<file path="src/rtl/flp_rndpack_pkg.sv">
// Shared constants and types for the binary32 round-and-pack stage.
// Also holds the exponent limits and flag bit positions reused by later FP stages.
package flp_rndpack_pkg;

    localparam int          FP32_BIAS  = 127;
    localparam logic [7:0]  FP32_EMAX  = 8'hFE;
    localparam logic [7:0]  FP32_EINF  = 8'hFF;
    localparam int          FP32_FRACW = 23;

    localparam int FLG_OVF  = 3;
    localparam int FLG_UNF  = 2;
    localparam int FLG_INX  = 1;
    localparam int FLG_ZERO = 0;

    typedef struct packed {
        logic [3:0]  flags;
        logic [31:0] data;
    } rp_result_t;

endpackage

</file>
<file path="src/rtl/flp_rne_inc.sv">
// Round-to-nearest-even increment decision from the kept LSB, guard and sticky bits.
module flp_rne_inc (
    input  logic i_lsb,
    input  logic i_g,
    input  logic i_s,
    output logic o_rnd_up
);

    // Exact ties (g=1, s=0) round up only when that makes the LSB even.
    assign o_rnd_up = i_g & (i_s | i_lsb);

endmodule

</file>
<file path="src/rtl/flp_rndpack.sv">
// Two-stage round-and-pack: RNE increment in stage 1, renormalise/saturate/flush/pack in stage 2.
// Both stages advance under a valid/ready handshake; in_ready depends combinationally on out_ready.
module flp_rndpack
    import flp_rndpack_pkg::*;
#(
    parameter int EWIDTH = 10,
    parameter int MWIDTH = 26
) (
    input  logic                     clk,
    input  logic                     rst,
    input  logic                     in_valid,
    output logic                     in_ready,
    input  logic                     in_sign,
    input  logic signed [EWIDTH-1:0] in_exp,
    input  logic        [MWIDTH-1:0] in_mant,
    output logic                     out_valid,
    input  logic                     out_ready,
    output logic        [31:0]       out_data,
    output logic        [3:0]        out_flags
);

    localparam logic signed [EWIDTH:0] E_MAX  = $signed((EWIDTH+1)'(FP32_EMAX));
    localparam logic signed [EWIDTH:0] E_ZERO = '0;

    function automatic rp_result_t pack_result(
        input logic                     sign,
        input logic                     zero,
        input logic                     grs,
        input logic signed [EWIDTH:0]   e,
        input logic [FP32_FRACW-1:0]    frac
    );
        rp_result_t r;
        r.flags = '0;
        r.data  = {sign, 31'h0};
        if (zero) begin
            r.flags[FLG_ZERO] = 1'b1;
        end else if (e > E_MAX) begin
            r.data           = {sign, FP32_EINF, {FP32_FRACW{1'b0}}};
            r.flags[FLG_OVF] = 1'b1;
            r.flags[FLG_INX] = 1'b1;
        end else if (e <= E_ZERO) begin
            r.flags[FLG_UNF] = 1'b1;
            r.flags[FLG_INX] = 1'b1;
        end else begin
            r.data           = {sign, e[7:0], frac};
            r.flags[FLG_INX] = grs;
        end
        return r;
    endfunction

    logic                     w_s2_en;
    logic                     w_s1_en;
    logic                     w_rnd_up;
    logic                     w_carry;
    logic [FP32_FRACW-1:0]    w_frac;
    logic signed [EWIDTH:0]   w_e;
    rp_result_t               w_res;

    logic                     r_vld_p1;
    logic                     r_sign_p1;
    logic signed [EWIDTH-1:0] r_exp_p1;
    logic                     r_zero_p1;
    logic                     r_grs_p1;
    logic [24:0]              r_sum_p1;

    logic                     r_vld_p2;
    logic [31:0]              r_data_p2;
    logic [3:0]               r_flags_p2;

    assign w_s2_en  = ~r_vld_p2 | out_ready;
    assign w_s1_en  = ~r_vld_p1 | w_s2_en;
    assign in_ready = w_s1_en;

    flp_rne_inc u_rne (
        .i_lsb   (in_mant[2]),
        .i_g     (in_mant[1]),
        .i_s     (in_mant[0]),
        .o_rnd_up(w_rnd_up)
    );

    // Stage 1: round increment on the 24-bit significand, carry kept in bit 24.
    always_ff @(posedge clk or posedge rst) begin
        if (rst) begin
            r_vld_p1 <= 1'b0;
        end else if (w_s1_en) begin
            r_vld_p1 <= in_valid;
        end
    end

    always_ff @(posedge clk) begin
        if (w_s1_en && in_valid) begin
            r_sign_p1 <= in_sign;
            r_exp_p1  <= in_exp;
            r_zero_p1 <= ~in_mant[25];
            r_grs_p1  <= in_mant[1] | in_mant[0];
            r_sum_p1  <= {1'b0, in_mant[25:2]} + 25'(w_rnd_up);
        end
    end

    // Stage 2: renormalise on carry-out, then classify and pack.
    assign w_carry = r_sum_p1[24];
    assign w_frac  = w_carry ? r_sum_p1[23:1] : r_sum_p1[22:0];
    assign w_e     = $signed({r_exp_p1[EWIDTH-1], r_exp_p1}) + $signed({{EWIDTH{1'b0}}, w_carry});
    assign w_res   = pack_result(r_sign_p1, r_zero_p1, r_grs_p1, w_e, w_frac);

    always_ff @(posedge clk or posedge rst) begin
        if (rst) begin
            r_vld_p2   <= 1'b0;
            r_data_p2  <= '0;
            r_flags_p2 <= '0;
        end else if (w_s2_en) begin
            r_vld_p2 <= r_vld_p1;
            if (r_vld_p1) begin
                r_data_p2  <= w_res.data;
                r_flags_p2 <= w_res.flags;
            end
        end
    end

    assign out_valid = r_vld_p2;
    assign out_data  = r_data_p2;
    assign out_flags = r_flags_p2;

endmodule

</file>
<file path="config.mk">
export PLATFORM = sky130hd
export DESIGN_NAME = flp_rndpack
export DESIGN_NICKNAME = d
export VERILOG_FILES = /design/src/rtl/flp_rndpack_pkg.sv /design/src/rtl/flp_rne_inc.sv /design/src/rtl/flp_rndpack.sv
export SDC_FILE = /design/constraint.sdc
export NUM_CORES = 1
export LEC_CHECK = 0
export CAP_MARGIN = 0
export CORE_MARGIN = 3
export CORE_UTILIZATION = 51
export CTS_CLUSTER_SIZE = 14
export DETAILED_ROUTE_END_ITERATION = 16
export PLACE_DENSITY = 0.87
export SLEW_MARGIN = 40
export SYNTH_ARGS = -nofsm -noshare
export SYNTH_HDL_FRONTEND = slang
export SYNTH_SLANG_ARGS = --single-unit
</file>
<file path="constraint.sdc">
create_clock -name clk -period 2.44 [get_ports clk]
set_input_delay 0.488 -clock clk [delete_from_list [all_inputs] [get_ports clk]]
set_output_delay 0.488 -clock clk [all_outputs]
set_load 0.02 [all_outputs]
</file>
## Yosys cells after proc, flatten, opt, wreduce, memory -nomap -nowiden

Cells that the tools add are included.
W data, S select, Z words.

- Muxes and demuxes: 11
- $add $sub $neg: 2
- Magnitude comparators: 2
- Reductions and logical operators: 2
- Bitwise logic cells: 8

Operator list:

| kind | count |
|---|---|
| $mux W31 | 3 |
| $add A24 B1 Y25 | 1 |
| $mux W23 | 1 |
| $add A10 B2 Y11 | 1 |
| $gt A11 B9 Y1 const B | 1 |
| $le A11 B1 Y1 const B | 1 |
| $mux W1 | 6 |
| $or A1 B1 Y1 | 4 |
| $mux W3 | 1 |
| $not A1 Y1 | 3 |
| $reduce_and A2 Y1 | 1 |
| $and A1 B1 Y1 | 1 |
| $logic_and A1 B1 Y1 | 1 |

- Bits in registers: 76
- Output and inout port bits: 38

## Longest topological paths before layout

- Word-level depth: 5
- Mapped depth: 9
- Depth with buffers taken out: 7

## Cells and area by module

A second synthesis with hierarchy kept.

- Cell total of the unflattened synthesis: 296
- Area total of the unflattened synthesis: 3,672.3 µm²

By module, submodules not included:

| module | cells an instance | times used | sequential area each (µm²) | area each (µm²) |
|---|---|---|---|---|
| flp_rndpack | 295 | 1 | 2,092.0 | 3,664.8 |
| flp_rne_inc | 1 | 1 | 0.0 | 7.5 |

## Worst setup path after synthesis

OpenSTA, ideal clock, no wires.

- Path type: reg2reg
- From: register r_sum_p1[24]
- To: register r_data_p2[0] (netlist: out_data[0])
- Data arrival time: 2.111 ns
- Stages on the path, launching flop included: 10
- Setup slack: 0.262 ns
- Setup time: 0.068 ns
- Path through: edfxtp_1 > ha_1 > ha_1 > nand4_2 > o31a_1 > or3_1 > buf_2 > buf_6 > nor2_1 > a32o_1

- Word-level cells in the longest chain between the ends: 5
- Elaborated cells between the ends (all ways): 7
- Those cells by class: 1 x add/sub; 2 x order compare; 4 x mux

RTL lines:

| element | RTL line | RTL |
|---|---|---|
| start: declaration | flp_rndpack.sv:64 | `logic [24:0] r_sum_p1;` |
| start signal: assignment | flp_rndpack.sv:96 | `r_sum_p1 <= {1'b0, in_mant[25:2]} + 25'(w_rnd_up);` |
| $add A10 B2 Y11 | flp_rndpack.sv:103 | `assign w_e = $signed({r_exp_p1[EWIDTH-1], r_exp_p1}) + $signed({{EWIDTH{1'b0}}, w_carry});` |
| $le A11 B1 Y1 | flp_rndpack.sv:41 | `end else if (e <= E_ZERO) begin` |
| $mux W31 | flp_rndpack.sv:41 |  |
| $mux W31 (*) | flp_rndpack.sv:37 | `end else if (e > E_MAX) begin` |
| $mux W31 (*) | flp_rndpack.sv:35 | `if (zero) begin` |
| end signal: assignment | flp_rndpack.sv:114 | `r_data_p2 <= w_res.data;` |
| end: declaration | flp_rndpack.sv:67 | `logic [31:0] r_data_p2;` |

Mark *: on every way between the ends. The rest lies on a longest branch, timed or not.
A chain may end at the register's enable or synchronous reset.

## Worst setup path after layout

- From: register r_sum_p1[24]
- To: register r_data_p2[9] (netlist: out_data[9])

The elaborated chain is that of the path after synthesis.

==> flow_summary.yaml <==
outcome:
  status: "finished, final reports clean"
global_routing:
  grt_pass1_wl_mm: 13.40
  antenna_found_initial: 0
  overflow: 0
  grt_max_degree: 39
  grt_pass1_vias: 2856
  gr-usage-all-layers: 0.2033
power_and_ir_drop:
  swShare: 0.2397
  pwr-share-clk: 0.361
  p_sw_uw: 757.0
  powerDensity_nw_per_um2: 647.5
  power.leakage_nw: 1.878
  p_seq_frac: 0.480
  combPwrFrac: 0.159
  peakVddDrop_mv: 0.3226
  intPower_mw: 2.402
sta:
  timing.fmax_mhz: 418.8
  fin_worst_skew_ps: 7.102
  setup_tns_ps: 0
  slew_violations: 0
  finalHoldViolations: 0
  post-route-min-period_ps: 2388
  period_share: 0.9785
  worstMarginPinSlew_ps: 572.9
  finalSetupViolCount: 0
  fin_ws_ps: 52.40
  relSlewSlack: 0.6151
critical_path:
  cp.arrival_ps: 2610
  worst_path_max_delay_cell: "edfxtp_1"
  critPathMaxStageDelay_ps: 410
  critPathKind: "reg2reg"
  end_kind: "flip-flop"
  crit_path_max_fanout: 24
  cp_cell_sequence: "ha_2 -> ha_4 -> nand4_2 -> buf_4 -> o311ai_0 -> o2111ai_1 -> or2_1 -> buf_12 -> a32o_1"
  start_kind: "flip-flop"
  r2r_slack_ps: 50
  worst_ep_required_time_ps: 2660
floorplanning:
  num_io_pins: 79
  die-area_um2: 8210
  start_util: 0.5315
  fp.dieW_um: 90.61
  core_um2: 6869
  die_h_um: 90.61
  rows: 30
route:
  first_pass_iters: 5
  wl_mm: 8.255
  wire_per_inst_um: 16.71
  drtIter0Drc: 243
  routed_via_density: 5.745
  antenna_left: 0
  via_count: 2838
  drc: 0
synthesis:
  syn_area_per_cell_um2: 11.89
  ys_dominant_reg_cell: "edfxtp_1"
  yosys_warnings: 0
  yosysTopAreaCell: "edfxtp_1"
  synthArstFlopShare: 0.5000
  synth-edff-count: 38
  synth_top_area_share: 0.3125
  syn-cell-area_um2: 3651
  ys_ff_latch: 76
  synth_area_leaders: "edfxtp_1, dfrtp_1, a32o_1"
  syn_inst: 307
  synth_cell_type_count: 39
  yosysSeqAreaShare: 0.5730
  syn-num-nets: 351
final_layout:
  final_util: 0.7102
  stdcell_count: 494
  nets: 437
  fill_cells: 482
  syn2layout_area_growth_pct: 33.62
  antenna_cells: 0
  drive_gt1_frac: 0.09548
worst_hold_path:
  min_path_type: "reg2reg"
placement:
  placed_cells: 476
  dp_worst_setup_slack_ps: -27.62
  portBuffers: 78
  place_congestion: 0.9259
  dp_hpwl_mm: 5.917
clock_network:
  cts_buffers: 9
  cts_tree: "yes"
  cts_root_buf: "clkbuf_8"
  htree_levels: 3
  path_clk_slew_ps: 70
  clock_path_buffers: 2
  cts_hold_buf: 0
  clock_latency_ps: 340
  clkSinkCount: 76
job:
  max-cap-violations: 0
flip-flops by register name (all words and copies together), names as in the netlist:
register and count:
r_vld_p1 1, r_zero_p1 1, out_valid 1, r_grs_p1 1, r_sum_p1 25, r_sign_p1 1, out_flags 4, out_data 32
r_exp_p1 10
final cells by class:
| cell class | count | area (um2) | share of cell area |
|---|---|---|---|
| flip-flops and latches | 76 | 2092 | 0.4288 |
| well taps | 96 | 120.1 | 0.02462 |
| repair buffers | 94 | 929.6 | 0.1906 |
| inverters | 6 | 22.52 | 0.004617 |
| clock buffers | 11 | 141.4 | 0.02898 |
| multi-input cells | 206 | 1474 | 0.3021 |
| clock inverters | 5 | 98.84 | 0.02026 |
power groups by stage:
stage / clock network, mW / logic (mW) / registers (mW)
floorplan: 0 / 0.199 / 1.58
global placement: 0 / 0.483 / 1.54
detailed placement: 0 / 0.496 / 1.54
CTS: 1.17 / 0.501 / 1.51
global route: 1.21 / 0.540 / 1.53
finish: 1.14 / 0.502 / 1.52
logic make-up after synthesis:
family          share of synthesized area
simple gates                       0.1292
xor+xnor                          0.06717
buf+inv                           0.03153
fa+ha+maj                         0.01028
mux                               0.06922
flops                              0.5730
compound gates                     0.1196
worst max-delay path: cells and delay by family (launching register included):
family	cells	cell delay (ps)
AO/OA/AOI/OAI	3	600
AND/OR/NAND/NOR	2	450
adder cells (fa/ha/maj)	2	430
flip-flops	1	410
buffers and inverters	2	360
worst paths after layout:
path / startpoint / endpoint / depth (start not counted)
worst max-delay path: r_sum_p1[24] / out_data[9] / 9
worst min-delay path: out_data[28] / out_data[28] / 2
worst max register to register: r_sum_p1[24] / out_data[9] / 9
worst min register to register: out_data[28] / out_data[28] / 2
max in group asynchronous: rst / out_data[9] / 3
min in group asynchronous: rst / r_vld_p1 / 3
timing repair:
action,4_1_cts,5_1_grt
pin swaps,0,3
buffers inserted,0,2
endpoints found under the setup margin,24,30
resized for setup,2,3
metrics by stage:
step	total power, mW	hold slack [ps]	instance area, um2
global route	3.282	513.0	4878
detailed placement	2.036	482.1	4597
finish	3.159	484.3	4878
CTS	3.182	498.5	4842
floorplan	1.781	455.5	3651
global placement	2.020	465.8	4597
routing by layer:
layer | global-route usage | part of all wire | vias to the layer above | routed length (um)
met4 | 0.07143 | 0.013 | 0 | 106
met1 | 0.2293 | 0.39 | 1398 | 3216
met5 | 0 | 0 | - | 0
li1 | - | - | 1324 | -
met3 | 0.05583 | 0.064 | 10 | 530
met2 | 0.3669 | 0.53 | 106 | 4402
placed cells by master, fill, tap and decap left out, drive strengths merged, types with 3 or more instances in the layout:
master / n
clkdlybuf4s50: 78
dfrtp: 38
edfxtp: 38
nor2: 33
mux2i: 23
a32o: 23
xnor2: 19
nand2: 18
buf: 16
nand3: 12
o21ai: 12
clkbuf: 11
xor2: 9
nand4: 8
inv: 6
and4: 4
a22oi: 4
a21oi: 4
nand2b: 3
nor3: 3
a211oi: 3
and2: 3
and3: 3
bufinv: 3
ha: 3
synthesized netlist by cell type, types with 2 or more instances:
cell type / n
a211oi_1: 3
a21oi_1: 4
a22oi_1: 4
a31oi_1: 2
a32o_1: 23
a32oi_1: 2
and2_1: 3
and3_1: 3
and4_1: 4
buf_2: 5
buf_6: 2
clkbuf_1: 12
dfrtp_1: 38
edfxtp_1: 38
ha_1: 3
inv_1: 6
mux2_2: 2
mux2i_1: 23
nand2_1: 18
nand2b_1: 3
nand3_1: 12
nand4_1: 7
nor2_1: 33
nor3_1: 3
o21ai_0: 12
o31a_1: 2
or3_1: 2
xnor2_1: 19
xor2_1: 9
Power figures use the tool's default switching activity.
